--- src/rtl/spi_reg_pkg.sv ---
// Shared types and command-format constants for the SPI register sequencer.
package spi_reg_pkg;
  localparam int ADDR_W     = 7;
  localparam int BYTE_W     = 8;
  localparam int CMD_RW_BIT = 7;

  typedef enum logic [2:0] {IDLE, CMD, WR, RD, HOLD} state_t;
endpackage

--- src/rtl/spi_tx_shifter.sv ---
// MISO output register: loads a prefetched byte (MSb out at once) or walks
// the remaining seven bits by bit index; idles at 0.
module spi_tx_shifter
  import spi_reg_pkg::*;
(
  input  logic              w_SPI_Clk,
  input  logic              i_Rst_L,
  input  logic              load_en,
  input  logic [BYTE_W-1:0] load_data,
  input  logic              shift_en,
  input  logic [2:0]        bit_idx,
  output logic              miso
);
  // MSb leaves on load, so only the lower seven bits need holding.
  logic [BYTE_W-2:0] tx_shift;

  always_ff @(posedge w_SPI_Clk or negedge i_Rst_L) begin
    if (!i_Rst_L) begin
      tx_shift <= '0;
      miso     <= 1'b0;
    end else if (load_en) begin
      tx_shift <= load_data[BYTE_W-2:0];
      miso     <= load_data[BYTE_W-1];
    end else if (shift_en) begin
      miso <= tx_shift[3'd6 - bit_idx];
    end else begin
      miso <= 1'b0;
    end
  end
endmodule

--- src/rtl/spi_reg_sequencer.sv ---
// SPI-domain register access sequencer: command byte, then write/read data
// bytes with auto-increment, read prefetch and burst limiting.
module spi_reg_sequencer #(
  parameter int ADDR_W    = spi_reg_pkg::ADDR_W,
  parameter int MAX_BURST = 16,
  parameter int AUTO_INC  = 1,
  localparam int CNT_W    = $clog2(MAX_BURST + 1)
) (
  input  logic              w_SPI_Clk,
  input  logic              i_Rst_L,
  input  logic              i_Frame_Start,
  input  logic              i_SPI_MOSI,
  output logic              o_SPI_MISO_Bit,
  output logic              o_Wr_En,
  output logic              o_Rd_En,
  output logic [ADDR_W-1:0] o_Addr,
  output logic [7:0]        o_Wr_Data,
  input  logic [7:0]        i_Rd_Data,
  output logic [CNT_W-1:0]  o_Byte_Count,
  output logic              o_Overrun
);
  import spi_reg_pkg::*;

  state_t            state;
  logic [2:0]        bit_cnt;
  logic [BYTE_W-2:0] shift;
  logic [ADDR_W-1:0] addr, addr_inc;
  logic [BYTE_W-1:0] cmd_byte;
  logic              at_last_bit, last_byte, tx_shift_en;

  // Frame start restarts the byte at bit 0, so it can never be a last bit.
  assign cmd_byte    = {shift, i_SPI_MOSI};
  assign at_last_bit = !i_Frame_Start && (bit_cnt == 3'd7);
  assign last_byte   = (o_Byte_Count == CNT_W'(MAX_BURST - 1));
  assign addr_inc    = (AUTO_INC != 0) ? addr + ADDR_W'(1) : addr;

  assign o_Wr_En   = at_last_bit && (state == WR);
  assign o_Rd_En   = at_last_bit && (((state == CMD) && cmd_byte[CMD_RW_BIT]) ||
                                     ((state == RD) && !last_byte));
  assign o_Addr    = (state == CMD) ? cmd_byte[ADDR_W-1:0] :
                     (state == RD)  ? addr_inc : addr;
  assign o_Wr_Data = cmd_byte;

  assign tx_shift_en = !i_Frame_Start && (state == RD) && (bit_cnt != 3'd7);

  always_ff @(posedge w_SPI_Clk or negedge i_Rst_L) begin
    if (!i_Rst_L) begin
      state        <= IDLE;
      bit_cnt      <= 3'd0;
      shift        <= '0;
      addr         <= '0;
      o_Byte_Count <= '0;
      o_Overrun    <= 1'b0;
    end else begin
      shift <= cmd_byte[BYTE_W-2:0];
      if (i_Frame_Start) begin
        state        <= CMD;
        bit_cnt      <= 3'd1;
        o_Byte_Count <= '0;
        o_Overrun    <= 1'b0;
      end else begin
        bit_cnt <= bit_cnt + 3'd1;
        if (bit_cnt == 3'd7) begin
          case (state)
            CMD: begin
              addr  <= cmd_byte[ADDR_W-1:0];
              state <= cmd_byte[CMD_RW_BIT] ? RD : WR;
            end
            WR, RD: begin
              // Read address only advances when a prefetch actually happened.
              if (state == WR || !last_byte) addr <= addr_inc;
              o_Byte_Count <= o_Byte_Count + CNT_W'(1);
              if (last_byte) state <= HOLD;
            end
            HOLD:    o_Overrun <= 1'b1;
            default: ;
          endcase
        end
      end
    end
  end

  spi_tx_shifter u_tx (
    .w_SPI_Clk (w_SPI_Clk),
    .i_Rst_L   (i_Rst_L),
    .load_en   (o_Rd_En),
    .load_data (i_Rd_Data),
    .shift_en  (tx_shift_en),
    .bit_idx   (bit_cnt),
    .miso      (o_SPI_MISO_Bit)
  );
endmodule

--- config.mk ---
export PLATFORM = sky130hd
export DESIGN_NAME = spi_reg_sequencer
export DESIGN_NICKNAME = d
export VERILOG_FILES = /design/src/rtl/spi_reg_pkg.sv /design/src/rtl/spi_tx_shifter.sv /design/src/rtl/spi_reg_sequencer.sv
export SDC_FILE = /design/constraint.sdc
export NUM_CORES = 1
export LEC_CHECK = 0
export CAP_MARGIN = 20
export CORE_MARGIN = 2
export CORE_UTILIZATION = 51
export DETAILED_ROUTE_END_ITERATION = 6
export PLACE_DENSITY_LB_ADDON = 0.1
export SETUP_SLACK_MARGIN = 0.2
export SLEW_MARGIN = 10
export SYNTH_ARGS = -nofsm -noshare
export SYNTH_HDL_FRONTEND = slang
export SYNTH_SLANG_ARGS = --single-unit
--- constraint.sdc ---
create_clock -name w_SPI_Clk -period 3 [get_ports w_SPI_Clk]
set_input_delay 0.3 -clock w_SPI_Clk [delete_from_list [all_inputs] [get_ports w_SPI_Clk]]
set_output_delay 0.3 -clock w_SPI_Clk [all_outputs]
set_load 0.05 [all_outputs]
==> results.sh, run 1 <==
export IMPL_regToRegStartpoint="o_Byte_Count[0]"
export IMPL_seq_area_frac_synth=0.484
export IMPL_drive_above_1_share=0.124
export IMPL_ys_seq_elements=34
export IMPL_ys_async_sr_fraction=1.00
export IMPL_core_um2=3310
export IMPL_dr_pass1_iters=4
export IMPL_hpwl_mm=2.88
export IMPL_final_nets=235
export IMPL_die_x_um=62.7
export IMPL_grt_setup_unrepaired="no"
export IMPL_drcViolationCount=0
export IMPL_irDropWorstVdd_v=0.000274
export IMPL_finalCritPeriodShare=0.883
export IMPL_total_power_uw=1160
export IMPL_clk_latency_ns=0.33
export IMPL_p_clk_frac=0.201
export IMPL_h_tree_depth=2
export IMPL_dp_cells=252
export IMPL_maxSlewHeadroom=0.650
export IMPL_tightest_slew_ns=0.519
export IMPL_syn_inst=175
export IMPL_final_core_util=0.673
export IMPL_root_buffer="clkbuf_4"
export IMPL_cts_hold_buf=0
export IMPL_final_setup_tns_ns=0
export IMPL_arrival_ns=2.35
export IMPL_grt_pass1_wl_mm=7.16
export IMPL_p_sw_frac=0.349
export IMPL_critPathCaptureType="primary output"
export IMPL_cts_tree="built"
export IMPL_fp_dieArea_um2=3930
export IMPL_cts_sinks=34
export IMPL_p_per_area_nw_per_um2=522
export IMPL_fin_crit_ns=2.65
export IMPL_num_fill_cells=301
export IMPL_cts_path_max_buffers=2
export IMPL_antenna_diode_count=0
export IMPL_power_switching_uw=406
export IMPL_instances_no_fill=263
export IMPL_numPortBuffers=35
export IMPL_final_max_slew_viol_count=0
export IMPL_worst_setup_path_type="reg -> out"
export IMPL_cp_max_fo=10
export IMPL_antenna_found_initial=0
export IMPL_cp_start_kind="register"
export IMPL_synth_edff_count=0
export IMPL_power_internal_uw=756
export IMPL_setup_viol=0
export IMPL_die_y_um=62.7
export IMPL_grt_usage=0.232
export IMPL_wire_per_inst_um=15.3
export IMPL_skew_ns=0.00706
export IMPL_cts_made_buffers=5
export IMPL_syn_area_um2=1760
export IMPL_drt_iter0_markers=113
export IMPL_drt_total_wl_mm=4.03
export IMPL_start_util=0.531
export IMPL_grt_overflow_total=0
export IMPL_vias_per_cell=5.78
export IMPL_layout_common_cells="dfrtp_1, clkdlybuf4s50_1, a21oi_1"
export IMPL_layout_commonest_cell="dfrtp_1"
export IMPL_p_seq_frac=0.533
export IMPL_hold_viol_final=0
export IMPL_ios=36
export IMPL_combinationalPowerShare=0.266
export IMPL_leakagePower_uw=0.000993
export IMPL_vias=1519
export IMPL_syn_nets=193
export IMPL_startpoint="state[2]"
export IMPL_avgSynthCellArea_um2=10.0
export IMPL_synth_cell_types=35
export IMPL_grt_max_degree=35
export IMPL_globalplace_congestion=0.787
export IMPL_run_status="finished clean"
export IMPL_postRouteAntennaNets=0
export IMPL_max_freq_mhz=377
export IMPL_yosys_warnings=0
export IMPL_row_count=21
export IMPL_maxCapViolCount=0
export IMPL_ys_flop_type="dfrtp_1"
export IMPL_clk_pin_slew_ns=0.10
export IMPL_syn2layout_area_growth_pct=26.8
export IMPL_first_global_vias=1549
export IMPL_hold_class="in -> async"
export IMPL_required_ns=2.70
==> flip-flops by register name, indices dropped and copies added, names as in the netlist <==
signal,flops
state,3
u_tx.tx_shift,7
shift,7
addr,7
o_Byte_Count,5
u_tx.miso,1
bit_cnt,3
o_Overrun,1
==> path summary, 6_finish.rpt <==
| check | to | cells after the start | slack (ns) |
|---|---|---|---|
| worst max-delay path | o_Addr[3] | 4 | 0.35 |
| worst min-delay path | o_Byte_Count[3] | 2 | 0.38 |
| worst max register to register | addr[0] | 7 | 0.67 |
| worst min register to register | shift[4] | 0 | 0.42 |
| max in group asynchronous | state[1] | 2 | 2.29 |
| min in group w_SPI_Clk | shift[4] | 0 | 0.42 |
==> power groups by stage <==
stage	combinational (uW)	sequential, uW	clock, uW
finish	309	619	233
global route	338	629	259
CTS	310	616	237
detailed placement	314	625	0
global placement	302	615	0
floorplan	206	615	0
==> kinds of logic (layout without fill, tap and decap cells) <==
group	count (synthesis)	in the layout	synth area share
flops	34	34	0.484
compound gates	47	47	0.160
xor+xnor	3	3	0.0150
simple gates	62	62	0.187
buf+inv	12	54	0.0363
fa+ha+maj	6	6	0.0427
mux	11	11	0.0748
==> worst max-delay path: stages, from the launching register on <==
cell and delay, ns:
dfrtp_1 0.48, nand2b_1 0.38, a21oi_1 0.21, o22a_1 0.16
clkdlybuf4s50_1 0.79
==> final cells by class <==
cell class | instances | area, um2 | area share
Timing Repair Buffer | 44 | 419 | 0.188
Tap cell | 46 | 57.6 | 0.0258
Inverter | 3 | 11.3 | 0.00506
Multi-Input combinational cell | 129 | 842 | 0.378
Clock buffer | 7 | 45.0 | 0.0202
Sequential cell | 34 | 852 | 0.383
==> through the flow <==
step | worst slack, ns | hold WS [ns] | instance area, um2
floorplan | 0.403 | 0.00441 | 1760
global placement | 0.571 | 0.408 | 2150
detailed placement | 0.512 | 0.411 | 2150
CTS | 0.203 | 0.391 | 2190
global route | 0.201 | 0.413 | 2230
finish | 0.350 | 0.380 | 2230
==> synthesized netlist by cell type, drive strengths merged (2+ instances only) <==
master / count / share of area
a21oi: 15 / 0.043
a2bb2oi: 4 / 0.020
a311oi: 2 / 0.010
a31oi: 4 / 0.014
and3: 4 / 0.014
buf: 3 / 0.017
clkbuf: 6 / 0.013
dfrtp: 34 / 0.48
ha: 6 / 0.043
inv: 3 / 0.0064
mux2: 7 / 0.045
mux2i: 3 / 0.017
nand2: 13 / 0.028
nand2b: 5 / 0.022
nand3: 11 / 0.031
nor2: 13 / 0.028
nor2b: 5 / 0.018
nor3: 5 / 0.021
o21ai: 15 / 0.043
o22ai: 3 / 0.011
or3: 3 / 0.011
xor2: 2 / 0.010
==> what timing repair did <==
action / in CTS / in global routing
setup endpoints to repair: 3 / 6
setup buffers: 0 / 4
pin swaps: 0 / 1
gates resized for setup: 3 / 4
==> layer usage <==
metal,wire (um),global-route usage,vias up
met5,0,0,-
met4,106,0.0833,0
met3,283,0.0667,13
met2,1980,0.386,60
met1,1660,0.288,728
li1,-,-,718
Power figures use the tool's default switching activity.
==> run 2: changes to the inputs <==
- SLEW_MARGIN: 10 -> 5
==> results of run 2 <==
Same layout as run 1: the final DEF is identical, and so are final timing and power.
==> run 3: changes to the inputs <==
- SETUP_SLACK_MARGIN: 0.2 -> default
==> results.sh, run 3 (same netlist as run 1, synthesis figures left out) <==
export IMPL_die_x_um=62.7
export IMPL_crit_top_cell="o21ai_0"
export IMPL_hold_viol_final=0
export IMPL_vias_per_cell=5.77
export IMPL_first_global_vias=1549
export IMPL_globalplace_congestion=0.787
export IMPL_hold_ws_ns=0.381
export IMPL_dr_pass1_iters=4
export IMPL_worst_setup_path_type="reg -> out"
export IMPL_required_ns=2.70
export IMPL_p_per_area_nw_per_um2=530
export IMPL_die_y_um=62.7
export IMPL_grt_setup_unrepaired="no"
export IMPL_final_max_slew_viol_count=0
export IMPL_maxSlewHeadroom=0.487
export IMPL_tightest_slew_ns=0.769
export IMPL_setup_viol=0
export IMPL_grt_usage=0.232
export IMPL_layout_commonest_cell="dfrtp_1"
export IMPL_run_status="finished clean"
export IMPL_max_freq_mhz=354
export IMPL_ios=36
export IMPL_layout_common_cells="dfrtp_1, clkdlybuf4s50_1, a21oi_1"
export IMPL_cp_top_family="buffers and inverters"
export IMPL_cts_resized=0
export IMPL_drt_total_wl_mm=4.00
export IMPL_grt_max_degree=35
export IMPL_finalCritPeriodShare=0.941
export IMPL_arrival_ns=2.52
export IMPL_core_um2=3310
export IMPL_drcViolationCount=0
export IMPL_placed_area_um2=2150
export IMPL_drt_iter0_markers=123
export IMPL_cts_tree="built"
export IMPL_stdcell_area_um2=2190
export IMPL_row_count=21
export IMPL_hold_class="in -> async"
export IMPL_grt_overflow_total=0
export IMPL_cts_hold_buf=0
export IMPL_irDropWorstVdd_v=0.000275
export IMPL_cp_start_kind="register"
export IMPL_path_buf_inv=1
export IMPL_critical_path_max_stage_delay_ns=0.85
export IMPL_cts_path_max_buffers=2
export IMPL_maxCapViolCount=0
export IMPL_start_util=0.531
export IMPL_postCtsSetupBuffers=0
export IMPL_clk_pin_slew_ns=0.10
export IMPL_final_core_util=0.663
export IMPL_vias=1495
export IMPL_cts_sinks=34
export IMPL_drive_above_1_share=0.103
export IMPL_path_cells="nor2b_1 > o21ai_0 > o21ai_0 > clkdlybuf4s50_1"
export IMPL_numPortBuffers=35
export IMPL_wire_per_inst_um=15.4
export IMPL_grt_pass1_wl_mm=7.16
export IMPL_h_tree_depth=2
export IMPL_final_setup_tns_ns=0
export IMPL_hpwl_mm=2.88
export IMPL_cts_made_buffers=5
export IMPL_skew_ns=0.00601
export IMPL_cp_slowest_cell="clkdlybuf4s50_1"
export IMPL_antenna_found_initial=0
export IMPL_cp_max_fo=8
export IMPL_root_buffer="clkbuf_4"
export IMPL_antenna_diode_count=0
export IMPL_leakagePower_uw=0.000956
export IMPL_postRouteAntennaNets=0
export IMPL_final_nets=231
export IMPL_fin_crit_ns=2.82
export IMPL_clk_latency_ns=0.33
export IMPL_fp_dieArea_um2=3930
export IMPL_syn2layout_area_growth_pct=24.9
export IMPL_top_regs="addr: 7 flops, shift: 7 flops, u_tx.tx_shift: 7 flops"
export IMPL_critPathCaptureType="primary output"
run 3: path summary, 6_finish.rpt:
path	startpoint	to	cells past startpoint	slack [ns]
max in group asynchronous	i_Rst_L	shift[1]	2	2.30
max	state[0]	o_Addr[0]	4	0.18
min reg2reg	shift[3]	shift[4]	0	0.42
min in group w_SPI_Clk	shift[3]	shift[4]	0	0.42
max reg2reg	o_Byte_Count[0]	addr[0]	7	0.66
min	i_Rst_L	o_Byte_Count[3]	2	0.38
run 3: stage by stage:
stage | worst slack [ns] | total power [uW] | instances
2_1_floorplan | 0.403 | 821 | 175
3_3_place_gp | 0.571 | 917 | 252
3_5_place_dp | 0.512 | 939 | 252
4_1_cts | 0.152 | 1170 | 259
5_1_grt | 0.00229 | 1230 | 259
6_report | 0.176 | 1160 | 259
run 3: routing by layer:
layer	track usage	vias up	routed length [um]
li1	-	710	-
met1	0.288	718	1650
met2	0.386	56	1990
met3	0.0667	11	259
met4	0.0833	0	97
met5	0	-	0
run 3: cell type report:
class	count	area, um2
repair buffers	40	388
inverters	3	11.3
well taps	46	57.6
clock buffers	7	45.0
fillers	300	1120
flip-flops and latches	34	851
multi-input cells	129	842
run 3: where the power goes:
part / internal [uW] / switching, uW
clock network: 88.4 / 144
logic: 143 / 171
registers: 529 / 89.2
